## src/rtl/axi_ram_pkg.sv

```systemverilog
// Shared encodings for the AXI-to-RAM shell: burst types, response codes
// and the read front-end state machine states.
package axi_ram_pkg;

    localparam logic [1:0] BURST_FIXED = 2'b00;
    localparam logic [1:0] BURST_INCR  = 2'b01;
    localparam logic [1:0] BURST_WRAP  = 2'b10;

    localparam logic [1:0] RESP_OKAY   = 2'b00;
    localparam logic [1:0] RESP_SLVERR = 2'b10;

    typedef enum logic [1:0] {
        IDLE,
        ISSUE,
        ERR
    } state_t;

endpackage

```

## src/rtl/axi_rd_burst2ram_if.sv

```systemverilog
// AXI4 read-address and read-data channels of one read port.
interface axi_rd_burst2ram_if #(
    parameter int DATA_WIDTH = 128,
    parameter int ADDR_WIDTH = 32,
    parameter int ID_WIDTH   = 6
);
    logic [ID_WIDTH-1:0]   s_axi_arid;
    logic [ADDR_WIDTH-1:0] s_axi_araddr;
    logic [7:0]            s_axi_arlen;
    logic [2:0]            s_axi_arsize;
    logic [1:0]            s_axi_arburst;
    logic                  s_axi_arvalid;
    logic                  s_axi_arready;
    logic [ID_WIDTH-1:0]   s_axi_rid;
    logic [DATA_WIDTH-1:0] s_axi_rdata;
    logic [1:0]            s_axi_rresp;
    logic                  s_axi_rlast;
    logic                  s_axi_rvalid;
    logic                  s_axi_rready;

    modport master (
        output s_axi_arid, s_axi_araddr, s_axi_arlen, s_axi_arsize, s_axi_arburst,
               s_axi_arvalid, s_axi_rready,
        input  s_axi_arready, s_axi_rid, s_axi_rdata, s_axi_rresp, s_axi_rlast,
               s_axi_rvalid
    );

    modport slave (
        input  s_axi_arid, s_axi_araddr, s_axi_arlen, s_axi_arsize, s_axi_arburst,
               s_axi_arvalid, s_axi_rready,
        output s_axi_arready, s_axi_rid, s_axi_rdata, s_axi_rresp, s_axi_rlast,
               s_axi_rvalid
    );
endinterface

```

## src/rtl/axi_rd_skid_fifo.sv

```systemverilog
// Two-entry R-beat buffer; head is visible combinationally, push/pop same cycle allowed.
// Caller guarantees no push into a full buffer unless it also pops.
module axi_rd_skid_fifo #(
    parameter int DW = 128,
    parameter int IW = 6
) (
    input  logic          clk,
    input  logic          rstn,
    input  logic          push,
    input  logic [DW-1:0] push_data,
    input  logic [IW-1:0] push_id,
    input  logic          push_last,
    input  logic [1:0]    push_resp,
    input  logic          pop,
    output logic [DW-1:0] head_data,
    output logic [IW-1:0] head_id,
    output logic          head_last,
    output logic [1:0]    head_resp,
    output logic [1:0]    count
);

    logic [DW-1:0] data_q [2];
    logic [IW-1:0] id_q   [2];
    logic          last_q [2];
    logic [1:0]    resp_q [2];
    logic          wr_ptr;
    logic          rd_ptr;

    always_ff @(posedge clk or negedge rstn) begin
        if (!rstn) begin
            for (int i = 0; i < 2; i++) begin
                data_q[i] <= '0;
                id_q[i]   <= '0;
                last_q[i] <= 1'b0;
                resp_q[i] <= '0;
            end
            wr_ptr <= 1'b0;
            rd_ptr <= 1'b0;
            count  <= '0;
        end else begin
            if (push) begin
                data_q[wr_ptr] <= push_data;
                id_q[wr_ptr]   <= push_id;
                last_q[wr_ptr] <= push_last;
                resp_q[wr_ptr] <= push_resp;
                wr_ptr         <= ~wr_ptr;
            end
            if (pop) begin
                rd_ptr <= ~rd_ptr;
            end
            count <= count + {1'b0, push} - {1'b0, pop};
        end
    end

    assign head_data = data_q[rd_ptr];
    assign head_id   = id_q[rd_ptr];
    assign head_last = last_q[rd_ptr];
    assign head_resp = resp_q[rd_ptr];

    assert property (@(posedge clk) disable iff (!rstn) !(push && !pop && count == 2'd2));
    assert property (@(posedge clk) disable iff (!rstn) !(pop && count == 2'd0));

endmodule

```

## src/rtl/axi_rd_burst2ram.sv

```systemverilog
// AXI4 read slave that expands one AR burst at a time into single-word RAM reads
// and returns beats through a 2-entry buffer; reads are credit-limited by R backpressure.
module axi_rd_burst2ram
    import axi_ram_pkg::*;
#(
    parameter int  DATA_WIDTH = 128,
    parameter int  ADDR_WIDTH = 32,
    parameter int  ID_WIDTH   = 6,
    localparam int LSB        = $clog2(DATA_WIDTH) - 3
) (
    input  logic                      clk,
    input  logic                      rstn,
    axi_rd_burst2ram_if.slave         axi,
    output logic                      o_rd,
    output logic [ADDR_WIDTH-LSB-1:0] o_raddr,
    input  logic [DATA_WIDTH-1:0]     i_rdata
);

    state_t                state;
    logic                  arready_q;
    logic [ID_WIDTH-1:0]   id_q;
    logic [ADDR_WIDTH-1:0] addr_q;
    logic [7:0]            len_q;
    logic [7:0]            cnt_q;
    logic [2:0]            size_q;
    logic [1:0]            burst_q;
    logic                  inflight;
    logic [ID_WIDTH-1:0]   tag_id;
    logic                  tag_last;

    logic [1:0]            count;
    logic [2:0]            occ;
    logic                  pop;
    logic                  push;
    logic                  credit;
    logic                  err_push;
    logic                  at_last;
    logic [ADDR_WIDTH-1:0] step;

    // A read issued now lands in the buffer next cycle, so it may only go out
    // if the buffer can hold it even when the consumer stalls from here on.
    always_comb begin
        pop      = axi.s_axi_rready && (count != 2'd0);
        occ      = {1'b0, count} + {2'b0, inflight} - {2'b0, pop};
        credit   = occ < 3'd2;
        at_last  = cnt_q == len_q;
        o_rd     = (state == ISSUE) && credit;
        err_push = (state == ERR) && credit;
        push     = inflight || err_push;
        step     = ADDR_WIDTH'(1) << size_q;
        o_raddr  = addr_q[ADDR_WIDTH-1:LSB];
    end

    always_ff @(posedge clk or negedge rstn) begin
        if (!rstn) begin
            state     <= IDLE;
            arready_q <= 1'b0;
            id_q      <= '0;
            addr_q    <= '0;
            len_q     <= '0;
            cnt_q     <= '0;
            size_q    <= '0;
            burst_q   <= '0;
            inflight  <= 1'b0;
            tag_id    <= '0;
            tag_last  <= 1'b0;
        end else begin
            inflight <= o_rd;
            tag_id   <= id_q;
            tag_last <= at_last;
            unique case (state)
                IDLE: begin
                    if (axi.s_axi_arvalid && arready_q) begin
                        id_q      <= axi.s_axi_arid;
                        addr_q    <= axi.s_axi_araddr;
                        len_q     <= axi.s_axi_arlen;
                        size_q    <= axi.s_axi_arsize;
                        burst_q   <= axi.s_axi_arburst;
                        cnt_q     <= '0;
                        arready_q <= 1'b0;
                        unique case (axi.s_axi_arburst)
                            BURST_FIXED, BURST_INCR, BURST_WRAP: state <= ISSUE;
                            default:                             state <= ERR;
                        endcase
                    end else begin
                        arready_q <= 1'b1;
                    end
                end
                ISSUE: begin
                    if (o_rd) begin
                        cnt_q <= cnt_q + 8'd1;
                        // WRAP deliberately walks linearly like INCR
                        if (burst_q != BURST_FIXED) begin
                            addr_q <= addr_q + step;
                        end
                        if (at_last) begin
                            state     <= IDLE;
                            arready_q <= 1'b1;
                        end
                    end
                end
                ERR: begin
                    if (err_push) begin
                        cnt_q <= cnt_q + 8'd1;
                        if (at_last) begin
                            state     <= IDLE;
                            arready_q <= 1'b1;
                        end
                    end
                end
                default: state <= IDLE;
            endcase
        end
    end

    // RAM beats and error beats never coincide: ERR is always entered through IDLE.
    axi_rd_skid_fifo #(
        .DW (DATA_WIDTH),
        .IW (ID_WIDTH)
    ) u_fifo (
        .clk       (clk),
        .rstn      (rstn),
        .push      (push),
        .push_data (err_push ? '0 : i_rdata),
        .push_id   (err_push ? id_q : tag_id),
        .push_last (err_push ? at_last : tag_last),
        .push_resp (err_push ? RESP_SLVERR : RESP_OKAY),
        .pop       (pop),
        .head_data (axi.s_axi_rdata),
        .head_id   (axi.s_axi_rid),
        .head_last (axi.s_axi_rlast),
        .head_resp (axi.s_axi_rresp),
        .count     (count)
    );

    assign axi.s_axi_arready = arready_q;
    assign axi.s_axi_rvalid  = count != 2'd0;

endmodule

```

## src/flat_wrapper.sv

```systemverilog
// flat-port wrapper written by rule: the top's interface ports become plain ports
module axi_rd_burst2ram_flat import axi_ram_pkg::*;
#(
    parameter int  DATA_WIDTH = 128,
    parameter int  ADDR_WIDTH = 32,
    parameter int  ID_WIDTH   = 6,
    localparam int LSB        = $clog2(DATA_WIDTH) - 3
)
  (clk, rstn, o_rd, o_raddr, i_rdata, axi_s_axi_arid, axi_s_axi_araddr, axi_s_axi_arlen, axi_s_axi_arsize, axi_s_axi_arburst, axi_s_axi_arvalid, axi_s_axi_rready, axi_s_axi_arready, axi_s_axi_rid, axi_s_axi_rdata, axi_s_axi_rresp, axi_s_axi_rlast, axi_s_axi_rvalid);
  axi_rd_burst2ram_if #(.DATA_WIDTH(DATA_WIDTH), .ADDR_WIDTH(ADDR_WIDTH), .ID_WIDTH(ID_WIDTH)) axi_i ();
  input  logic clk;
  input  logic rstn;
  output logic o_rd;
  output logic [ADDR_WIDTH-LSB-1:0] o_raddr;
  input  logic [DATA_WIDTH-1:0] i_rdata;
  input wire logic [$bits(axi_i.s_axi_arid)-1:0] axi_s_axi_arid;
  input wire logic [$bits(axi_i.s_axi_araddr)-1:0] axi_s_axi_araddr;
  input wire logic [$bits(axi_i.s_axi_arlen)-1:0] axi_s_axi_arlen;
  input wire logic [$bits(axi_i.s_axi_arsize)-1:0] axi_s_axi_arsize;
  input wire logic [$bits(axi_i.s_axi_arburst)-1:0] axi_s_axi_arburst;
  input wire logic [$bits(axi_i.s_axi_arvalid)-1:0] axi_s_axi_arvalid;
  input wire logic [$bits(axi_i.s_axi_rready)-1:0] axi_s_axi_rready;
  output wire logic [$bits(axi_i.s_axi_arready)-1:0] axi_s_axi_arready;
  output wire logic [$bits(axi_i.s_axi_rid)-1:0] axi_s_axi_rid;
  output wire logic [$bits(axi_i.s_axi_rdata)-1:0] axi_s_axi_rdata;
  output wire logic [$bits(axi_i.s_axi_rresp)-1:0] axi_s_axi_rresp;
  output wire logic [$bits(axi_i.s_axi_rlast)-1:0] axi_s_axi_rlast;
  output wire logic [$bits(axi_i.s_axi_rvalid)-1:0] axi_s_axi_rvalid;
  assign axi_i.s_axi_arid = axi_s_axi_arid;
  assign axi_i.s_axi_araddr = axi_s_axi_araddr;
  assign axi_i.s_axi_arlen = axi_s_axi_arlen;
  assign axi_i.s_axi_arsize = axi_s_axi_arsize;
  assign axi_i.s_axi_arburst = axi_s_axi_arburst;
  assign axi_i.s_axi_arvalid = axi_s_axi_arvalid;
  assign axi_i.s_axi_rready = axi_s_axi_rready;
  assign axi_s_axi_arready = axi_i.s_axi_arready;
  assign axi_s_axi_rid = axi_i.s_axi_rid;
  assign axi_s_axi_rdata = axi_i.s_axi_rdata;
  assign axi_s_axi_rresp = axi_i.s_axi_rresp;
  assign axi_s_axi_rlast = axi_i.s_axi_rlast;
  assign axi_s_axi_rvalid = axi_i.s_axi_rvalid;
  axi_rd_burst2ram #(.DATA_WIDTH(DATA_WIDTH), .ADDR_WIDTH(ADDR_WIDTH), .ID_WIDTH(ID_WIDTH)) u_core (.clk(clk), .rstn(rstn), .axi(axi_i), .o_rd(o_rd), .o_raddr(o_raddr), .i_rdata(i_rdata));
endmodule
```

## config.mk

```make
export PLATFORM = sky130hd
export DESIGN_NAME = axi_rd_burst2ram_flat
export DESIGN_NICKNAME = d
export VERILOG_FILES = /design/src/rtl/axi_ram_pkg.sv /design/src/rtl/axi_rd_burst2ram_if.sv /design/src/rtl/axi_rd_skid_fifo.sv /design/src/rtl/axi_rd_burst2ram.sv /design/src/flat_wrapper.sv
export SDC_FILE = /design/constraint.sdc
export NUM_CORES = 1
export LEC_CHECK = 0
export BUFFER_PORTS_ARGS = -buffer_cell sky130_fd_sc_hd__buf_4
export CAP_MARGIN = 20
export CORE_MARGIN = 3
export CORE_UTILIZATION = 57
export DETAILED_ROUTE_END_ITERATION = 7
export HOLD_SLACK_MARGIN = 0.12
export PLACE_DENSITY = 0.94
export SLEW_MARGIN = 20
export SYNTH_ARGS = -nofsm -noshare
export SYNTH_HDL_FRONTEND = slang
export SYNTH_SLANG_ARGS = --single-unit
```

## constraint.sdc

```tcl
create_clock -name clk -period 5.9 [get_ports clk]
set_input_delay 0.59 -clock clk [delete_from_list [all_inputs] [get_ports clk]]
set_output_delay 0.59 -clock clk [all_outputs]
set_load 0.05 [all_outputs]
```

==> results by group, run 1 <==
Run status
  – Status: complete, no violations

Floorplan
  – Core Rows: 61
  – DIE AREA: 30,840 µm²
  – Core Region: 28,090 µm²
  – I/O pins: 351
  – Initial Utilization: 58.39%
  – Die H: 175.6 µm
  – Die width: 175.6 µm

Placed design
  – GPL Wtd Cong: 0.8775
  – Port Buffers: 349
  – Post-DP HPWL: 29,840 µm

Timing
  – Setup violators final: 0
  – Final Max Tran Viols: 0
  – Worst-Margin Slew: 1.009 ns
  – Final Critical Period: 4.184 ns
  – Setup TNS: 0 ns
  – Final Hold Viols: 0
  – Fin crit share: 70.92%
  – Slew margin rel.: 32.77%
  – Clock Skew: 0.01180 ns
  – Hold slack: 0.09437 ns
  – Achievable frequency: 239.0 MHz
  – RSZ-0062 raised after global routing: false

Setup path
  – Crit start category: flop
  – CP max FO: 47
  – RR Startpoint: u_core.u_fifo.count[1]$_DFF_PN0_
  – Crit path largest cell delay: 0.85 ns
  – Top Family by Delay on Critical Path: compound AO/OA/AOI/OAI gates
  – Slowest-stage cell, CP: o21ai_4
  – CP bufs+invs: 2
  – R2R cell count: 11
  – Req. time, crit path: 6.25 ns
  – Crit Path Class: flop to flop
  – CP cell instances: or2_2, nand2_1, inv_1, ha_1, nand2b_1, fa_1, xnor2_2, and3_1, o21ai_4, buf_4, o21ai_0
  – R2r endpoint: u_core.u_fifo.data_q[56]$_DFFE_PN0P_
  – Worst setup EP type: flop
  – R2R setup slack: 1.72 ns
  – CP arrival: 4.53 ns

Power
  – Switching Fraction: 47.94%
  – Clock Power Share: 18.1%
  – Pwr per Cell Area: 631.9 nW/µm²
  – Sw Pwr: 6.110 mW
  – Maximum VDD drop: 399.8 µV
  – Pint: 6.634 mW
  – Power share of the combinational group: 53.4%
  – Seq pwr share: 28.5%
  – Leak: 9.863 nW

CTS
  – Post-CTS setup buffer count: 0
  – Clock transition at the registers of the reported paths: 0.07 ns
  – Skew-Pair Late Insertion Delay: 0.51 ns
  – CTS tree: built
  – CTS H-tree depth: 2
  – Num CTS Buffers: 37
  – CTS sink count: 346
  – Max Root-Sink Buffers: 3
  – CTS Hold Bufs: 0
  – Root Driver: clkbuf_16
  – Post-cts resize count: 0

Yosys
  – Ys flop type: dfrtp_1
  – Synth area leaders: dfrtp_1 (53%), mux2_2 (11%), nand2_1 (10%)
  – Synth Instances: 1,668
  – Yosys reg bits: 346
  – Post-synth EDFFs: 0
  – Post-synth top cells: nand2_1 (438), dfrtp_1 (346), o21ai_0 (258), mux2_2 (157), clkbuf_1 (72)
  – Synth area leader: dfrtp_1
  – Seq/Total Area, Yosys: 52.79%
  – Ys async rst share: 100.0%
  – Count leader, synth: nand2_1
  – Area of the mapped netlist: 16,400 µm²
  – Yosys top cell area share: 52.79%
  – Distinct cells, synth: 69
  – Syn Nets: 1,868
  – Ys Warns: 0
  – Mean Syn Cell Area: 9.833 µm²

Global route
  – Vias in the first global route: 13,750
  – Initial antenna violation count: 0
  – First-pass GRT wire length: 71,350 µm
  – Global Route Usage Sum: 28.27%
  – Grt ovf: 0
  – Maximum number of pins on one net before global-route repair: 138

Routing
  – First-pass DRT Iterations: 8
  – Remaining DRCs: 0
  – Via Count: 13,780
  – DRT antenna net count: 0
  – Routed WL: 45,070 µm
  – Drt initial violations: 1,421
  – DR vias/cell: 5.907
  – DR WL/cell: 19.32 µm

Finish
  – Share of cells above drive strength 1: 30.43%
  – Fillers: 1,828
  – Area grow syn2layout: 22.97%
  – N_diodes: 0
  – Fin nets: 2,127

Hold path
  – Worst hold-check path type: input pin to async pin

Flow run
  – Max Cap Viol: 0
## worst max-delay path by stage
stage,depth (start not counted),endpoint,startpoint,slack [ns]
finish,11,u_core.u_fifo.data_q[56]$_DFFE_PN0P_,u_core.u_fifo.count[1]$_DFF_PN0_,1.72
global route,11,u_core.u_fifo.data_q[56]$_DFFE_PN0P_,u_core.u_fifo.count[1]$_DFF_PN0_,1.43
CTS,11,u_core.u_fifo.data_q[56]$_DFFE_PN0P_,u_core.u_fifo.count[1]$_DFF_PN0_,1.69
detailed placement,11,u_core.u_fifo.data_q[48]$_DFFE_PN0P_,u_core.u_fifo.count[1]$_DFF_PN0_,1.75
global placement,13,u_core.u_fifo.last_q[1]$_DFFE_PN0P_,u_core.u_fifo.count[1]$_DFF_PN0_,1.88
floorplan,15,u_core.u_fifo.data_q[146]$_DFFE_PN0P_,u_core.u_fifo.count[1]$_DFF_PN0_,2.53
## layout by cell type, fill, tap and decap left out, drive strengths merged, types with 14 or more instances in the layout
| cell | instances |
|---|---|
| nand3 | 17 |
| a21oi | 27 |
| o21ai | 296 |
| nor2 | 26 |
| clkbuf | 56 |
| mux2 | 157 |
| nand4 | 14 |
| o211ai | 16 |
| ha | 15 |
| xnor2 | 18 |
| nand2 | 438 |
| buf | 364 |
| dfrtp | 346 |
## cell type report
| cell class | instances | area (µm²) | area share, % |
|---|---|---|---|
| clock buffer | 56 | 1130 | 5.602 |
| clock inverter | 11 | 92.59 | 0.4591 |
| inverter | 10 | 37.54 | 0.1861 |
| multi-input combinational | 1168 | 6983 | 34.62 |
| sequential | 346 | 8662 | 42.95 |
| tap | 378 | 473.0 | 2.345 |
| timing repair buffer | 364 | 2790 | 13.83 |
## registers in the layout, summed over array words and instances, names as in the netlist
signal,cells
u_core.u_fifo.data_q,256
u_core.addr_q,32
u_core.u_fifo.id_q,12
u_core.cnt_q,8
u_core.len_q,8
u_core.id_q,6
u_core.tag_id,6
u_core.size_q,3
u_core.burst_q,2
u_core.state,2
u_core.u_fifo.count,2
u_core.u_fifo.last_q,2
u_core.u_fifo.resp_q,2
u_core.axi.s_axi_arready,1
u_core.inflight,1
u_core.tag_last,1
u_core.u_fifo.rd_ptr,1
u_core.u_fifo.wr_ptr,1
## power by group through the flow
stage | logic, mW | registers [mW] | clock network, mW
floorplan | 5.08 | 3.49 | 0
global route | 7.32 | 3.70 | 2.43
detailed placement | 6.73 | 3.63 | 0
finish | 6.81 | 3.63 | 2.31
CTS | 6.82 | 3.61 | 2.33
global placement | 6.50 | 3.56 | 0
## cell families (layout without fill, tap and decap cells)
logic type	after synthesis	in the layout	synth area share [%]
compound gates	411	411	14.30
fa+ha+maj	17	17	1.388
buf+inv	154	441	4.768
other cells	1	1	0.02286
flops	346	346	52.79
xor+xnor	20	20	1.114
simple gates	549	549	14.04
mux	170	170	11.57
## through the flow
stage	worst slack, ns	total power [mW]	utilization, %	area (µm²)	instances
CTS	1.691	12.76	71.81	20170	2333
finish	1.716	12.74	71.81	20170	2333
floorplan	2.529	8.563	-	16400	1668
global route	1.434	13.46	71.81	20170	2333
global placement	1.881	10.06	67.45	18950	2266
detailed placement	1.751	10.37	67.45	18950	2266
## routing by layer
metal	up-vias	GRT usage (%)	wire [µm]
met5	-	0	0
met4	0	14.81	2738
met3	178	6.182	3747
met2	675	47.54	21930
met1	6672	34.26	16650
li1	6256	-	-
No activity file was read; power rests on OpenSTA's default activity.
==> run 2, diff against run 1 <==
Settings changed: ABC_AREA set to 1, CORE_UTILIZATION 57 to 55, PLACE_DENSITY 0.94 to 0.91.
Clock period 5.9 ns to 4 ns, I/O delays scaled along.
==> run 2 against run 1 <==
Effect of this change: via count increased by 14%; routed wire length increased by 5.8%; first-iteration DRC count increased by 0.70%; critical path depth decreased by 1; sequential cell count unchanged; critical path type is now flop to primary output.
==> results by group, run 2 <==
Run status
  – Status: complete, no violations

Timing
  – Worst-Margin Slew: 0.9408 ns (-0.06770 ns)
  – Setup TNS: 0 ns (unchanged)
  – Setup violators final: 0 (unchanged)
  – Final worst slack: 0.1990 ns (-1.517 ns)
  – Final Hold Viols: 0 (unchanged)
  – Clock Skew: 0.009412 ns (-0.002388 ns)
  – Final Critical Period: 3.801 ns
  – Slew margin rel.: 37.28% (+4.5 points)
  – Fin crit share: 95.03%
  – Hold slack: 0.1307 ns (+0.03636 ns)
  – Final Max Tran Viols: 0 (unchanged)
  – Achievable frequency: 263.1 MHz
  – RSZ-0062 raised after global routing: false

Setup path
  – R2r endpoint: u_core.u_fifo.data_q[68]$_DFFE_PN0P_
  – Crit path from: u_core.u_fifo.count[1]$_DFF_PN0_
  – Crit Path Class: flop to primary output
  – Worst setup EP type: primary output
  – R2R setup slack: 0.40 ns (-1.32 ns)
  – Req. time, crit path: 3.60 ns (-2.65 ns)
  – Crit path capture: o_rd
  – CP arrival: 3.40 ns (-1.13 ns)
  – CP max FO: 4 (-91%)
  – RR Startpoint: u_core.u_fifo.count[1]$_DFF_PN0_
  – Crit start category: flop
  – R2R cell count: 15 (+4)

Floorplan
  – Die H: 181.6 µm (+3.4%)
  – I/O pins: 351 (unchanged)
  – Die width: 181.6 µm (+3.4%)
  – Initial Utilization: 56.47% (-1.9 points)
  – DIE AREA: 32,980 µm² (+6.9%)
  – Core Region: 30,030 µm² (+6.9%)
  – Core Rows: 63 (+3.3%)

Yosys
  – Synth area leader: dfrtp_1
  – Distinct cells, synth: 39 (-43%)
  – Ys flop type: dfrtp_1
  – Post-synth EDFFs: 0 (unchanged)
  – Count leader, synth: nand2_1
  – Seq/Total Area, Yosys: 51.05% (-1.7 points)
  – Ys Warns: 0 (unchanged)
  – Yosys reg bits: 346 (unchanged)
  – Ys async rst share: 100.0% (unchanged)
  – Yosys top cell area share: 51.05% (-1.7 points)
  – Synth Instances: 2,186 (+31%)
  – Synth area leaders: dfrtp_1 (51%), nand2_1 (22%), o21ai_1 (6.7%)
  – Mean Syn Cell Area: 7.758 µm² (-21%)
  – Syn Nets: 2,386 (+28%)
  – Post-synth top cells: nand2_1 (1,000), dfrtp_1 (346), o21ai_1 (226), inv_1 (95), nor2_1 (95)
  – Area of the mapped netlist: 16,960 µm² (+3.4%)

Routing
  – Drt initial violations: 1,431 (+0.70%)
  – First-pass DRT Iterations: 7 (-1)
  – DR WL/cell: 16.61 µm (-14%)
  – Remaining DRCs: 0 (unchanged)
  – DRT antenna net count: 0 (unchanged)
  – DR vias/cell: 5.489 (-7.1%)
  – Via Count: 15,760 (+14%)
  – Routed WL: 47,700 µm (+5.8%)

Finish
  – Biggest register: u_core.u_fifo.data_q
  – Final core utilization: 69.26% (-2.5 points)
  – Leading cell type in the layout, fill and taps excluded: nand2_1
  – Max reg flops: 256 (unchanged)
  – Fin nets: 2,656 (+25%)
  – N_diodes: 0 (unchanged)
  – Top Registers: u_core.u_fifo.data_q x256, u_core.addr_q x32, u_core.u_fifo.id_q x12
  – Most frequent cells in the layout: nand2_1 (1,000), buf_4 (364), dfrtp_1 (345)
  – Share of cells above drive strength 1: 18.74% (-12 points)
  – Fillers: 2,223 (+22%)
  – Area grow syn2layout: 22.64%

Placed design
  – Port Buffers: 349 (unchanged)
  – GPL Wtd Cong: 0.9300 (+6.0%)
  – Pre-CTS setup slack: 0.4361 ns (-1.315 ns)
  – Post-DP HPWL: 31,780 µm (+6.5%)

CTS
  – Num CTS Buffers: 38 (+2.7%)
  – Root Driver: clkbuf_16
  – CTS sink count: 346 (unchanged)
  – CTS H-tree depth: 2 (unchanged)
  – Clock transition at the registers of the reported paths: 0.06 ns (about the same)
  – Max Root-Sink Buffers: 3 (unchanged)
  – CTS tree: built
  – Skew-Pair Late Insertion Delay: 0.51 ns (about the same)

Hold path
  – HP Start: axi_s_axi_arid[4]
  – Worst hold-check path type: input pin to flop

Global route
  – Vias in the first global route: 15,550 (+13%)
  – Maximum number of pins on one net before global-route repair: 113 (-18%)
  – First-pass GRT wire length: 77,610 µm (+8.8%)
  – Grt ovf: 0 (unchanged)
  – Initial antenna violation count: 1 (+1)
  – Global Route Usage Sum: 28.28% (about the same)

Flow run
  – Max Cap Viol: 0 (unchanged)
==> run 2: changes by cell type after synthesis, sizes merged, moves of 13 or more <==
cell	delta
nand2	+563
mux2	-145
inv	+89
nor2	+72
nand3	+44
buf	+28
clkbuf	-23
a21oi	-14
o211ai	-14
xnor2	-14
mux2i	-13
==> run 2: stage by stage <==
stage	std cells	cell area, µm²
after floorplan	2186	16960
after global placement	2801	19480
after detailed placement	2801	19480
after CTS	2871	20800
after global routing	2871	20800
final	2871	20800
==> run 2: how the worst min path moves through the flow <==
stage / end / slack [ns] / cells after the start
2_1_floorplan: u_core.addr_q[0]$_DFFE_PN0P_ / 0.10 / 0
3_3_place_gp: u_core.tag_id[0]$_DFF_PN0_ / 0.38 / 0
3_5_place_dp: u_core.tag_id[0]$_DFF_PN0_ / 0.39 / 0
4_1_cts: u_core.len_q[3]$_DFFE_PN0P_ / 0.12 / 2
5_1_grt: u_core.len_q[3]$_DFFE_PN0P_ / 0.12 / 2
6_report: u_core.id_q[4]$_DFFE_PN0P_ / 0.13 / 2
==> run 2: metal layers <==
metal	wire length (µm)	global-route usage, %
met5	8	0
met1	18360	36.64
met3	4134	4.848
met4	1836	10.21
met2	23360	48.08
==> run 2: repair_timing <==
| action | 4_1_cts | 5_1_grt |
|---|---|---|
| buffers inserted | 0 | 0 |
| hold buffers | 5 | 0 |
| gates resized for setup | 0 | 0 |
| endpoints found under the setup margin | 0 | 0 |
| hold endpoints to repair | 110 | 0 |
==> run 2: logic make-up (layout without fill, tap and decap cells) <==
| family | Yosys count | count (layout) | synth area share [%] |
|---|---|---|---|
| adder cells (fa/ha/maj) | 17 | 17 | 1.343 |
| flip-flops | 346 | 346 | 51.05 |
| buffers and inverters | 250 | 545 | 7.702 |
| XOR/XNOR | 15 | 15 | 0.8189 |
| AO/OA/AOI/OAI | 338 | 338 | 10.23 |
| other | 1 | 1 | 0.02211 |
| AND/OR/NAND/NOR | 1207 | 1207 | 28.03 |
| multiplexers | 12 | 12 | 0.7968 |
==> run 2: final cells by class <==
cell class                      count  area, µm²  share of cell area, %
Clock inverter                      7      112.6                 0.5414
Clock buffer                       58       1160                  5.576
Sequential cell                   346       8662                  41.64
Timing Repair Buffer              379       2978                  14.32
Tap cell                          390      488.0                  2.346
Multi-Input combinational cell   1590       7005                  33.68
Inverter                          101      394.1                  1.895
==> run 2: critical path, cell delays in order (launching register included) <==
cell and delay, ns:
dfrtp_1 0.46, or2_2 0.33, nand2_1 0.13, inv_1 0.07, ha_1 0.29, or2_2 0.30
fa_1 0.42, xnor2_2 0.24, nand2_1 0.13, nor2_1 0.27, buf_4 0.26
Power of run 2 is not shown: default switching activity piles up to over one toggle a cycle in this logic, so the estimate is an artifact.
